===== src/rtl/wb_pkg.sv =====
// Shared decode constants, load funct3 codes and FSM state encoding for the
// write-back unit.
package wb_pkg;

  localparam logic [6:0] OPC_LOAD   = 7'b0000011;
  localparam logic [6:0] OPC_OP_IMM = 7'b0010011;
  localparam logic [6:0] OPC_AUIPC  = 7'b0010111;
  localparam logic [6:0] OPC_OP     = 7'b0110011;
  localparam logic [6:0] OPC_LUI    = 7'b0110111;
  localparam logic [6:0] OPC_JALR   = 7'b1100111;
  localparam logic [6:0] OPC_JAL    = 7'b1101111;

  localparam logic [2:0] F3_LB  = 3'b000;
  localparam logic [2:0] F3_LH  = 3'b001;
  localparam logic [2:0] F3_LW  = 3'b010;
  localparam logic [2:0] F3_LBU = 3'b100;
  localparam logic [2:0] F3_LHU = 3'b101;

  typedef logic [0:0] state_t;
  localparam state_t ST_IDLE = 1'b0;
  localparam state_t ST_WAIT = 1'b1;

  typedef enum logic [1:0] {
    WSEL_NONE,
    WSEL_PC4,
    WSEL_LOAD,
    WSEL_ALU
  } wsel_t;

  function automatic wsel_t decode_wsel(input logic [6:0] opcode);
    wsel_t sel;
    case (opcode)
      OPC_JAL, OPC_JALR:                      sel = WSEL_PC4;
      OPC_LOAD:                               sel = WSEL_LOAD;
      OPC_OP, OPC_OP_IMM, OPC_LUI, OPC_AUIPC: sel = WSEL_ALU;
      default:                                sel = WSEL_NONE;
    endcase
    return sel;
  endfunction

endpackage


===== src/rtl/load_align.sv =====
// Combinational load lane extraction with sign/zero extension and
// misalignment detection for halfword and word loads.
module load_align
  import wb_pkg::*;
#(
  parameter int XLEN = 32
) (
  input  logic [XLEN-1:0] data,
  input  logic [2:0]      funct3,
  input  logic [1:0]      addr,
  output logic [XLEN-1:0] aligned,
  output logic            misalign
);

  logic [7:0]  byte_lane;
  logic [15:0] half_lane;

  always_comb begin
    case (addr)
      2'd0:    byte_lane = data[7:0];
      2'd1:    byte_lane = data[15:8];
      2'd2:    byte_lane = data[23:16];
      default: byte_lane = data[31:24];
    endcase
    half_lane = addr[1] ? data[31:16] : data[15:0];
  end

  // Unlisted funct3 codes pass the word through untouched and never fault.
  always_comb begin
    aligned  = data;
    misalign = 1'b0;
    case (funct3)
      F3_LB:  aligned = {{(XLEN-8){byte_lane[7]}}, byte_lane};
      F3_LBU: aligned = {{(XLEN-8){1'b0}}, byte_lane};
      F3_LH: begin
        aligned  = {{(XLEN-16){half_lane[15]}}, half_lane};
        misalign = addr[0];
      end
      F3_LHU: begin
        aligned  = {{(XLEN-16){1'b0}}, half_lane};
        misalign = addr[0];
      end
      F3_LW:   misalign = |addr;
      default: ;
    endcase
  end

endmodule


===== src/rtl/wb_unit.sv =====
// Write-back stage: registered RF write from ALU/PC+4/load data, with a
// one-deep wait for a variable-latency load source. WB_TIMEOUT_EN adds a wait limit.
module wb_unit
  import wb_pkg::*;
#(
  parameter int XLEN     = 32,
  parameter int NUM_SRC  = 4,
  parameter int SLOW_SRC = NUM_SRC - 1,
  parameter int TIMEOUT  = 16,
  localparam int SEL_W   = (NUM_SRC > 1) ? $clog2(NUM_SRC) : 1
) (
  input  logic                    clk,
  input  logic                    rst,
  input  logic                    in_valid,
  output logic                    in_ready,
  input  logic [31:0]             in_inst,
  input  logic [XLEN-1:0]         in_alu,
  input  logic [XLEN-1:0]         in_pc4,
  input  logic [SEL_W-1:0]        in_src_sel,
  input  logic [NUM_SRC*XLEN-1:0] src_dout,
  output logic                    slow_req,
  input  logic                    slow_valid,
  input  logic [XLEN-1:0]         slow_data,
  output logic                    rf_wen,
  output logic [4:0]              rf_waddr,
  output logic [XLEN-1:0]         rf_wdata,
  output logic                    misalign,
  output logic                    timeout_err
);

  state_t          state_reg, state_next;
  logic [4:0]      cap_rd_reg;
  logic [2:0]      cap_f3_reg;
  logic [1:0]      cap_addr_reg;
  logic            rf_wen_reg, rf_wen_next;
  logic [4:0]      rf_waddr_reg, rf_waddr_next;
  logic [XLEN-1:0] rf_wdata_reg, rf_wdata_next;
  logic            misalign_reg, misalign_next;
  logic            tmo_next;
  logic            expire;

  logic [6:0]      opcode;
  logic [4:0]      rd;
  logic [2:0]      funct3;
  wsel_t           wsel;
  logic            accept;
  logic [31:0]     sel_ext;
  logic [XLEN-1:0] fast_data, fast_aligned, slow_aligned, fast_wdata;
  logic            fast_mis, is_slow, go_wait;
  logic            unused_slow_mis;
  logic            unused_bits;

  assign opcode   = in_inst[6:0];
  assign rd       = in_inst[11:7];
  assign funct3   = in_inst[14:12];
  assign wsel     = decode_wsel(opcode);
  assign in_ready = (state_reg == ST_IDLE);
  assign accept   = in_valid && in_ready;
  assign sel_ext  = 32'(in_src_sel);

  assign unused_bits = ^in_inst[31:15];

  // Out-of-range selectors fall through to zero data.
  always_comb begin
    fast_data = '0;
    for (int i = 0; i < NUM_SRC; i++) begin
      if (sel_ext == 32'(i)) fast_data = src_dout[i*XLEN +: XLEN];
    end
  end

  load_align #(.XLEN(XLEN)) u_fast_align (
    .data     (fast_data),
    .funct3   (funct3),
    .addr     (in_alu[1:0]),
    .aligned  (fast_aligned),
    .misalign (fast_mis)
  );

  load_align #(.XLEN(XLEN)) u_slow_align (
    .data     (slow_data),
    .funct3   (cap_f3_reg),
    .addr     (cap_addr_reg),
    .aligned  (slow_aligned),
    .misalign (unused_slow_mis)
  );

  assign is_slow  = (wsel == WSEL_LOAD) && (sel_ext == 32'(SLOW_SRC));
  // A misaligned slow load is dropped on the spot and never bothers the source.
  assign go_wait  = accept && is_slow && !fast_mis;
  assign slow_req = go_wait && !rst;

  always_comb begin
    case (wsel)
      WSEL_PC4:  fast_wdata = in_pc4;
      WSEL_LOAD: fast_wdata = fast_aligned;
      WSEL_ALU:  fast_wdata = in_alu;
      default:   fast_wdata = '0;
    endcase
  end

  always_comb begin
    state_next    = state_reg;
    rf_wen_next   = 1'b0;
    rf_waddr_next = '0;
    rf_wdata_next = '0;
    misalign_next = 1'b0;
    tmo_next      = 1'b0;
    case (state_reg)
      ST_IDLE: begin
        if (go_wait) begin
          state_next = ST_WAIT;
        end else if (accept) begin
          misalign_next = (wsel == WSEL_LOAD) && fast_mis;
          if ((wsel != WSEL_NONE) && !misalign_next && (rd != 5'd0)) begin
            rf_wen_next   = 1'b1;
            rf_waddr_next = rd;
            rf_wdata_next = fast_wdata;
          end
        end
      end
      ST_WAIT: begin
        // Data arriving in the expiry cycle takes precedence over the timeout.
        if (slow_valid) begin
          state_next    = ST_IDLE;
          rf_wen_next   = (cap_rd_reg != 5'd0);
          rf_waddr_next = cap_rd_reg;
          rf_wdata_next = slow_aligned;
        end else if (expire) begin
          state_next    = ST_IDLE;
          rf_wen_next   = (cap_rd_reg != 5'd0);
          rf_waddr_next = cap_rd_reg;
          tmo_next      = 1'b1;
        end
      end
      default: state_next = ST_IDLE;
    endcase
  end

  always_ff @(posedge clk) begin
    if (rst) begin
      state_reg    <= ST_IDLE;
      cap_rd_reg   <= '0;
      cap_f3_reg   <= '0;
      cap_addr_reg <= '0;
      rf_wen_reg   <= 1'b0;
      rf_waddr_reg <= '0;
      rf_wdata_reg <= '0;
      misalign_reg <= 1'b0;
    end else begin
      state_reg    <= state_next;
      rf_wen_reg   <= rf_wen_next;
      rf_waddr_reg <= rf_waddr_next;
      rf_wdata_reg <= rf_wdata_next;
      misalign_reg <= misalign_next;
      if (go_wait) begin
        cap_rd_reg   <= rd;
        cap_f3_reg   <= funct3;
        cap_addr_reg <= in_alu[1:0];
      end
    end
  end

`ifdef WB_TIMEOUT_EN
  localparam int CNT_W = $clog2(TIMEOUT + 1);
  logic [CNT_W-1:0] wait_cnt_reg;
  logic             timeout_reg;

  // Counter holds the number of completed wait cycles; it expires on the TIMEOUT-th.
  assign expire = (wait_cnt_reg == CNT_W'(TIMEOUT - 1));

  always_ff @(posedge clk) begin
    if (rst) begin
      wait_cnt_reg <= '0;
      timeout_reg  <= 1'b0;
    end else begin
      timeout_reg <= tmo_next;
      if ((state_reg == ST_WAIT) && (state_next == ST_WAIT)) begin
        wait_cnt_reg <= wait_cnt_reg + 1'b1;
      end else begin
        wait_cnt_reg <= '0;
      end
    end
  end

  assign timeout_err = timeout_reg;
`else
  logic unused_tmo;
  assign expire      = 1'b0;
  assign unused_tmo  = tmo_next;
  assign timeout_err = 1'b0;
`endif

  assign rf_wen   = rf_wen_reg;
  assign rf_waddr = rf_waddr_reg;
  assign rf_wdata = rf_wdata_reg;
  assign misalign = misalign_reg;

endmodule

===== config.mk =====
export PLATFORM = sky130hd
export DESIGN_NAME = wb_unit
export DESIGN_NICKNAME = d
export VERILOG_FILES = /design/src/rtl/wb_pkg.sv /design/src/rtl/load_align.sv /design/src/rtl/wb_unit.sv
export SDC_FILE = /design/constraint.sdc
export NUM_CORES = 1
export LEC_CHECK = 0
export CORE_MARGIN = 4
export CORE_UTILIZATION = 38
export CTS_BUF_LIST = sky130_fd_sc_hd__clkbuf_4 sky130_fd_sc_hd__clkbuf_8
export DETAILED_ROUTE_END_ITERATION = 8
export GPL_ROUTABILITY_DRIVEN = 1
export GPL_TIMING_DRIVEN = 0
export PLACE_DENSITY = 0.95
export SYNTH_ARGS = -nofsm -noshare
export SYNTH_HDL_FRONTEND = slang
export SYNTH_HIERARCHICAL = 1
export SYNTH_SLANG_ARGS = --single-unit
export TNS_END_PERCENT = 100

===== constraint.sdc =====
create_clock -name clk -period 3.15 [get_ports clk]
set_input_delay 0.315 -clock clk [delete_from_list [all_inputs] [get_ports clk]]
set_output_delay 0.315 -clock clk [all_outputs]
set_load 0.05 [all_outputs]

==> results of run 1 <==
[metal layers]
layer / up-vias / track usage
met1: 2637 / 0.340
met5: - / 0
met2: 471 / 0.536
met4: 0 / 0.152
li1: 2473 / -
met3: 87 / 0.0635
[per-stage QoR]
stage	area (µm²)	TNS [ns]	instances	power [mW]
after floorplan	4550	0	480	0.947
after global placement	7560	-2.97	906	1.35
after detailed placement	7560	-4.68	906	1.36
after CTS	7680	0	913	1.85
after global routing	7690	-0.000157	913	1.92
final	7690	0	913	1.86
[worst max-delay path, stage by stage]
cell,delay (ns)
buf_2,0.19
clkbuf_4,0.30
mux4_2,0.60
mux4_2,0.53
a22oi_4,0.27
buf_4,0.22
nand2_1,0.06
a222oi_1,0.50
o21ai_1,0.16
[worst min path at each step]
| stage | to | slack, ns | cells after the start |
|---|---|---|---|
| after floorplan | rf_wen$_SDFF_PP0_ | 0.38 | 1 |
| after global placement | rf_waddr[2]$_SDFF_PP0_ | 0.46 | 2 |
| after detailed placement | rf_waddr[1]$_SDFF_PP0_ | 0.47 | 2 |
| after CTS | rf_waddr[0]$_SDFF_PP0_ | 0.48 | 2 |
| after global routing | cap_f3_reg[1]$_SDFFE_PP0P_ | 0.50 | 3 |
| final | rf_waddr[1]$_SDFF_PP0_ | 0.48 | 2 |
[cell usage in the layout (no fill, tap or decap), types with 3 or more instances in the layout]
cell type and n:
clkdlybuf4s50_1 280, nand2_1 103, dfxtp_1 50, mux4_2 46, a222oi_1 32, o21ai_1 31, clkbuf_1 17, o21bai_1 17
o311a_1 16, a22o_1 16, a221o_1 16, nor2_1 14, or2_0 14, buf_2 11, mux2i_1 10, inv_1 8
buf_6 6, o21ai_2 6, clkbuf_8 6, nor2b_1 5, clkbuf_4 4, clkbuf_2 4, buf_4 4, or2_2 4
buf_1 4, nor3_1 3, and2_4 3, buf_8 3, nand2b_1 3
[power by group through the flow]
stage | combinational, mW | clock, mW | sequential [mW]
final | 0.729 | 0.495 | 0.633
after global routing | 0.761 | 0.525 | 0.633
after CTS | 0.717 | 0.500 | 0.633
after detailed placement | 0.714 | 0 | 0.647
after global placement | 0.702 | 0 | 0.647
after floorplan | 0.297 | 0 | 0.650
[timing repair]
item,CTS,global route
cloned,0,0
endpoints found under the setup margin,1,6
gates resized for setup,8,14
setup buffers,0,0
hold buffers,0,0
pin swaps,0,1
[cell type report]
type / instances / share of cell area
multi-input cells: 367 / 0.417
repair buffers: 283 / 0.368
flip-flops and latches: 50 / 0.130
plain buffers: 51 / 0.0412
well taps: 143 / 0.0233
clock buffers: 6 / 0.0107
clock inverters: 2 / 0.00505
inverters: 10 / 0.00488
diodes: 1 / 0.000326
==> results.toml, run 1 <==
[timing]
hold_viol = 0
setup_viol = 0
fmax_ghz = 0.335
fin_skew_ns = 0.00586
final.period_utilization = 0.949
fin_crit_ns = 2.99
holdWs_ns = 0.481
worst_pin_slew_ns = 0.685
drv_slew = 0
timing.slew.headroom = 0.542
layout_setup_ws_ns = 0.161

[pwr]
p_leak_nw = 2.92
vdd_drop_max_mv = 0.157
p_sw_mw = 0.507
intPower_mw = 1.35
power_density_nw_per_um2 = 242
power_frac_clock = 0.267
p_comb_frac = 0.393
switching_share = 0.273
pwr-share-seq = 0.341

[grt]
grt_overflow_total = 0
grt_pass1_vias = 5818
grt_first_pass_wirelength_um = 32500
grt_use_total = 0.301
grt_max_degree = 17
antenna_found_initial = 1

[worst_setup_path]
crit_type = "input port to flip-flop"
r2r_slack_ns = 1.22
cp.required_ns = 3.33
rr_worst_depth = 6
r2r_start = "cap_addr_reg[1]$_SDFFE_PP0P_"
crit_end = "rf_wdata[30]$_SDFF_PP0_"
rr_endpoint = "rf_wdata[0]$_SDFF_PP0_"
critPathLaunchType = "input port"
worstPathArrival_ns = 3.17
end_kind = "flip-flop"
path_max_fanout = 10
critPathLaunch = "in_src_sel[0]"

[clocking]
clock-root-buffer = "clkbuf_8"
clock_tree.buffer_depth = 2
cts_tree = "built"
insertion_delay_ns = 0.32
htree_num_levels = 2
cts.sinks = 50
path_clk_slew_ns = 0.09
cts_made_buffers = 5

[synth]
synth_area_per_cell_um2 = 9.48
synth.net_count = 742
yosys_warnings = 6
syn_inst = 480
syn_area_um2 = 4550

[route]
drtIter0Drc = 843
drtAntennaViolNets = 0
totalWireLength_um = 21800
met2_length_um = 10900
drt_first_pass_iters = 9
wl_met1_um = 7400
routedWlPerCell_um = 23.9
vias = 5668
topRoutingLayerUsed = "met4"
viasPerCell = 6.21
drc = 0
wl_met3_um = 2330

[finish]
fin_nets = 1030
fin_util = 0.665
area_delta_synth_final_pct = 68.9
multi_input_area_um2 = 3200
fillers = 885
ff_latch_area_um2 = 1000
drive_gt1_frac = 0.140
largest_reg_flops = 32

[floorplanning]
ioPinCount = 304
die_height_um = 117
rows = 39
die_x_um = 117
core_um2 = 11600
start_util = 0.393
die_area_um2 = 13800

[placed_design]
post-place-ws_ns = -0.950
hpwl_um = 18500
place_congestion = 0.962
portBuffers = 283

[hold_path]
hold_path.class = "flip-flop to flip-flop"
worstHoldStart = "cap_rd_reg[1]$_SDFFE_PP0P_"

[outcome]
status = "finished clean"

[flow_run]
maxCapViolCount = 0
Power figures use the tool's default switching activity.
==> run 2, diff against run 1 <==
--- a/config.mk
+++ b/config.mk
@@ -5,13 +5,13 @@
 export SDC_FILE = /design/constraint.sdc
 export NUM_CORES = 1
 export LEC_CHECK = 0
-export CORE_MARGIN = 4
-export CORE_UTILIZATION = 38
+export CORE_AREA = 2 2 116 118
 export CTS_BUF_LIST = sky130_fd_sc_hd__clkbuf_4 sky130_fd_sc_hd__clkbuf_8
 export DETAILED_ROUTE_END_ITERATION = 8
+export DIE_AREA = 0 0 118 120
 export GPL_ROUTABILITY_DRIVEN = 1
 export GPL_TIMING_DRIVEN = 0
-export PLACE_DENSITY = 0.95
+export PLACE_DENSITY = 0.91
 export SYNTH_ARGS = -nofsm -noshare
 export SYNTH_HDL_FRONTEND = slang
 export SYNTH_HIERARCHICAL = 1
==> results.toml, run 2 (synthesis results as in run 1) <==
[route]
drtAntennaViolNets = 0
routedWlPerCell_um = 22.3
drtIter0Drc = 746
drt_first_pass_iters = 7
totalWireLength_um = 21100
drc = 0
viasPerCell = 5.80
vias = 5488

[worst_setup_path]
critPathSlowestCell = "a222oi_1"
critPathBufInv = 3
path_max_fanout = 10
critPathLaunchType = "input port"
rr_endpoint = "rf_wdata[25]$_SDFF_PP0_"
end_kind = "flip-flop"
rr_worst_depth = 7
critPathTopFamily = "multiplexers"
crit_type = "input port to flip-flop"
crit_chain = "buf_2 -> clkbuf_4 -> mux4_2 -> mux4_2 -> and2_4 -> buf_6 -> a221o_1 -> a222oi_1 -> o21ai_1"
worstPathArrival_ns = 3.24
r2r_slack_ns = 1.14
cpMostUsedCell = "mux4_2"
cp.required_ns = 3.32
r2r_start = "cap_addr_reg[1]$_SDFFE_PP0P_"
max_stage_delay_ns = 0.61

[floorplanning]
core_um2 = 13000
die_height_um = 120
rows = 42
die_x_um = 118
start_util = 0.351
ioPinCount = 304
die_area_um2 = 14200

[placed_design]
place_congestion = 0.946
portBuffers = 283
postPlaceCellArea_um2 = 7600
hpwl_um = 18100

[flow_run]
maxCapViolCount = 0

[finish]
drive_gt1_frac = 0.142
fillers = 1147
multi_input_area_um2 = 3200
largest_reg_flops = 32
ff_latch_area_um2 = 1000
area_delta_synth_final_pct = 69.7
fin_nets = 1030
final_common_cell = "clkdlybuf4s50_1"
fin_area_um2 = 7720
final_cell_mix = "280 x clkdlybuf4s50_1, 103 x nand2_1, 50 x dfxtp_1"

[grt]
antenna_found_initial = 1
grt_overflow_total = 0
grt_pass1_vias = 5640
grt_max_degree = 17
grt_first_pass_wirelength_um = 31900
grt_use_total = 0.293

[timing]
setup_viol = 0
hold_viol = 0
timing.slew.headroom = 0.490
holdWs_ns = 0.482
drv_slew = 0
fin_skew_ns = 0.0185
worst_pin_slew_ns = 0.762
fin_crit_ns = 3.06
rsz0062_at_grt = "no"
fmax_ghz = 0.326
final.period_utilization = 0.973
setup_tns_ns = 0

[pwr]
p_leak_nw = 2.92
vdd_drop_max_mv = 0.187
power_mw = 1.84
power_density_nw_per_um2 = 239

[hold_path]
whs_path_depth = 2
hold_path.class = "flip-flop to flip-flop"
hold_path_end = "rf_waddr[0]$_SDFF_PP0_"
worstHoldStart = "cap_rd_reg[0]$_SDFFE_PP0P_"

[clocking]
cts_made_buffers = 5
path_clk_slew_ns = 0.11
htree_num_levels = 2
clock_tree.buffer_depth = 2
post_cts_buffers = 0
insertion_delay_ns = 0.31
clock-root-buffer = "clkbuf_8"
cts.sinks = 50
cts_tree = "built"

[outcome]
status = "finished clean"
## run 2: per-layer routing
layer	part of all wire	track usage	wire length (µm)
met1	0.35	0.331	7480
met2	0.51	0.523	10700
met3	0.088	0.0542	1850
met4	0.050	0.157	1060
met5	0	0	0
## run 2: report_power, final
part	leakage, nW	internal, mW	switching (mW)
clock	0.0618	0.262	0.226
sequential	0.403	0.632	0.000275
combinational	2.45	0.455	0.268
## run 2: how the worst max path moves through the flow
stage,startpoint,end,cells past startpoint
finish,in_src_sel[0],rf_wdata[8]$_SDFF_PP0_,9
global placement,in_inst[13],slow_req,10
CTS,in_inst[13],slow_req,9
floorplan,in_src_sel[0],rf_wdata[26]$_SDFF_PP0_,9
global route,in_src_sel[0],rf_wdata[8]$_SDFF_PP0_,9
detailed placement,in_inst[13],slow_req,10
## run 2: worst register-to-register path, stage by stage, from the launching register on
cell,delay (ns)
dfxtp_1,0.47
buf_2,0.33
mux2_1,0.40
a22oi_4,0.22
buf_4,0.21
nand2_1,0.11
nand2_1,0.08
o21ai_1,0.07
## run 2: layout make-up
| class | count | area share |
|---|---|---|
| Antenna cell | 1 | 0.000324 |
| Clock inverter | 2 | 0.00502 |
| Timing Repair Buffer | 283 | 0.365 |
| Sequential cell | 50 | 0.130 |
| Inverter | 10 | 0.00486 |
| Clock buffer | 6 | 0.0107 |
| Tap cell | 176 | 0.0285 |
| Multi-Input combinational cell | 367 | 0.415 |
| Buffer | 51 | 0.0408 |
## run 2: timing repair
action | 4_1_cts | 5_1_grt
hold buffers | 0 | 0
pin swaps | 0 | 1
setup endpoints to repair | 2 | 6
resized for setup | 10 | 10
## run 2: stage by stage
step,setup slack [ns],cells,util
finish,0.0855,946,0.595
global route,0.00300,946,0.595
CTS,0.0150,946,0.595
detailed placement,-0.857,939,0.586
global placement,-0.836,939,0.586
floorplan,0.280,480,-
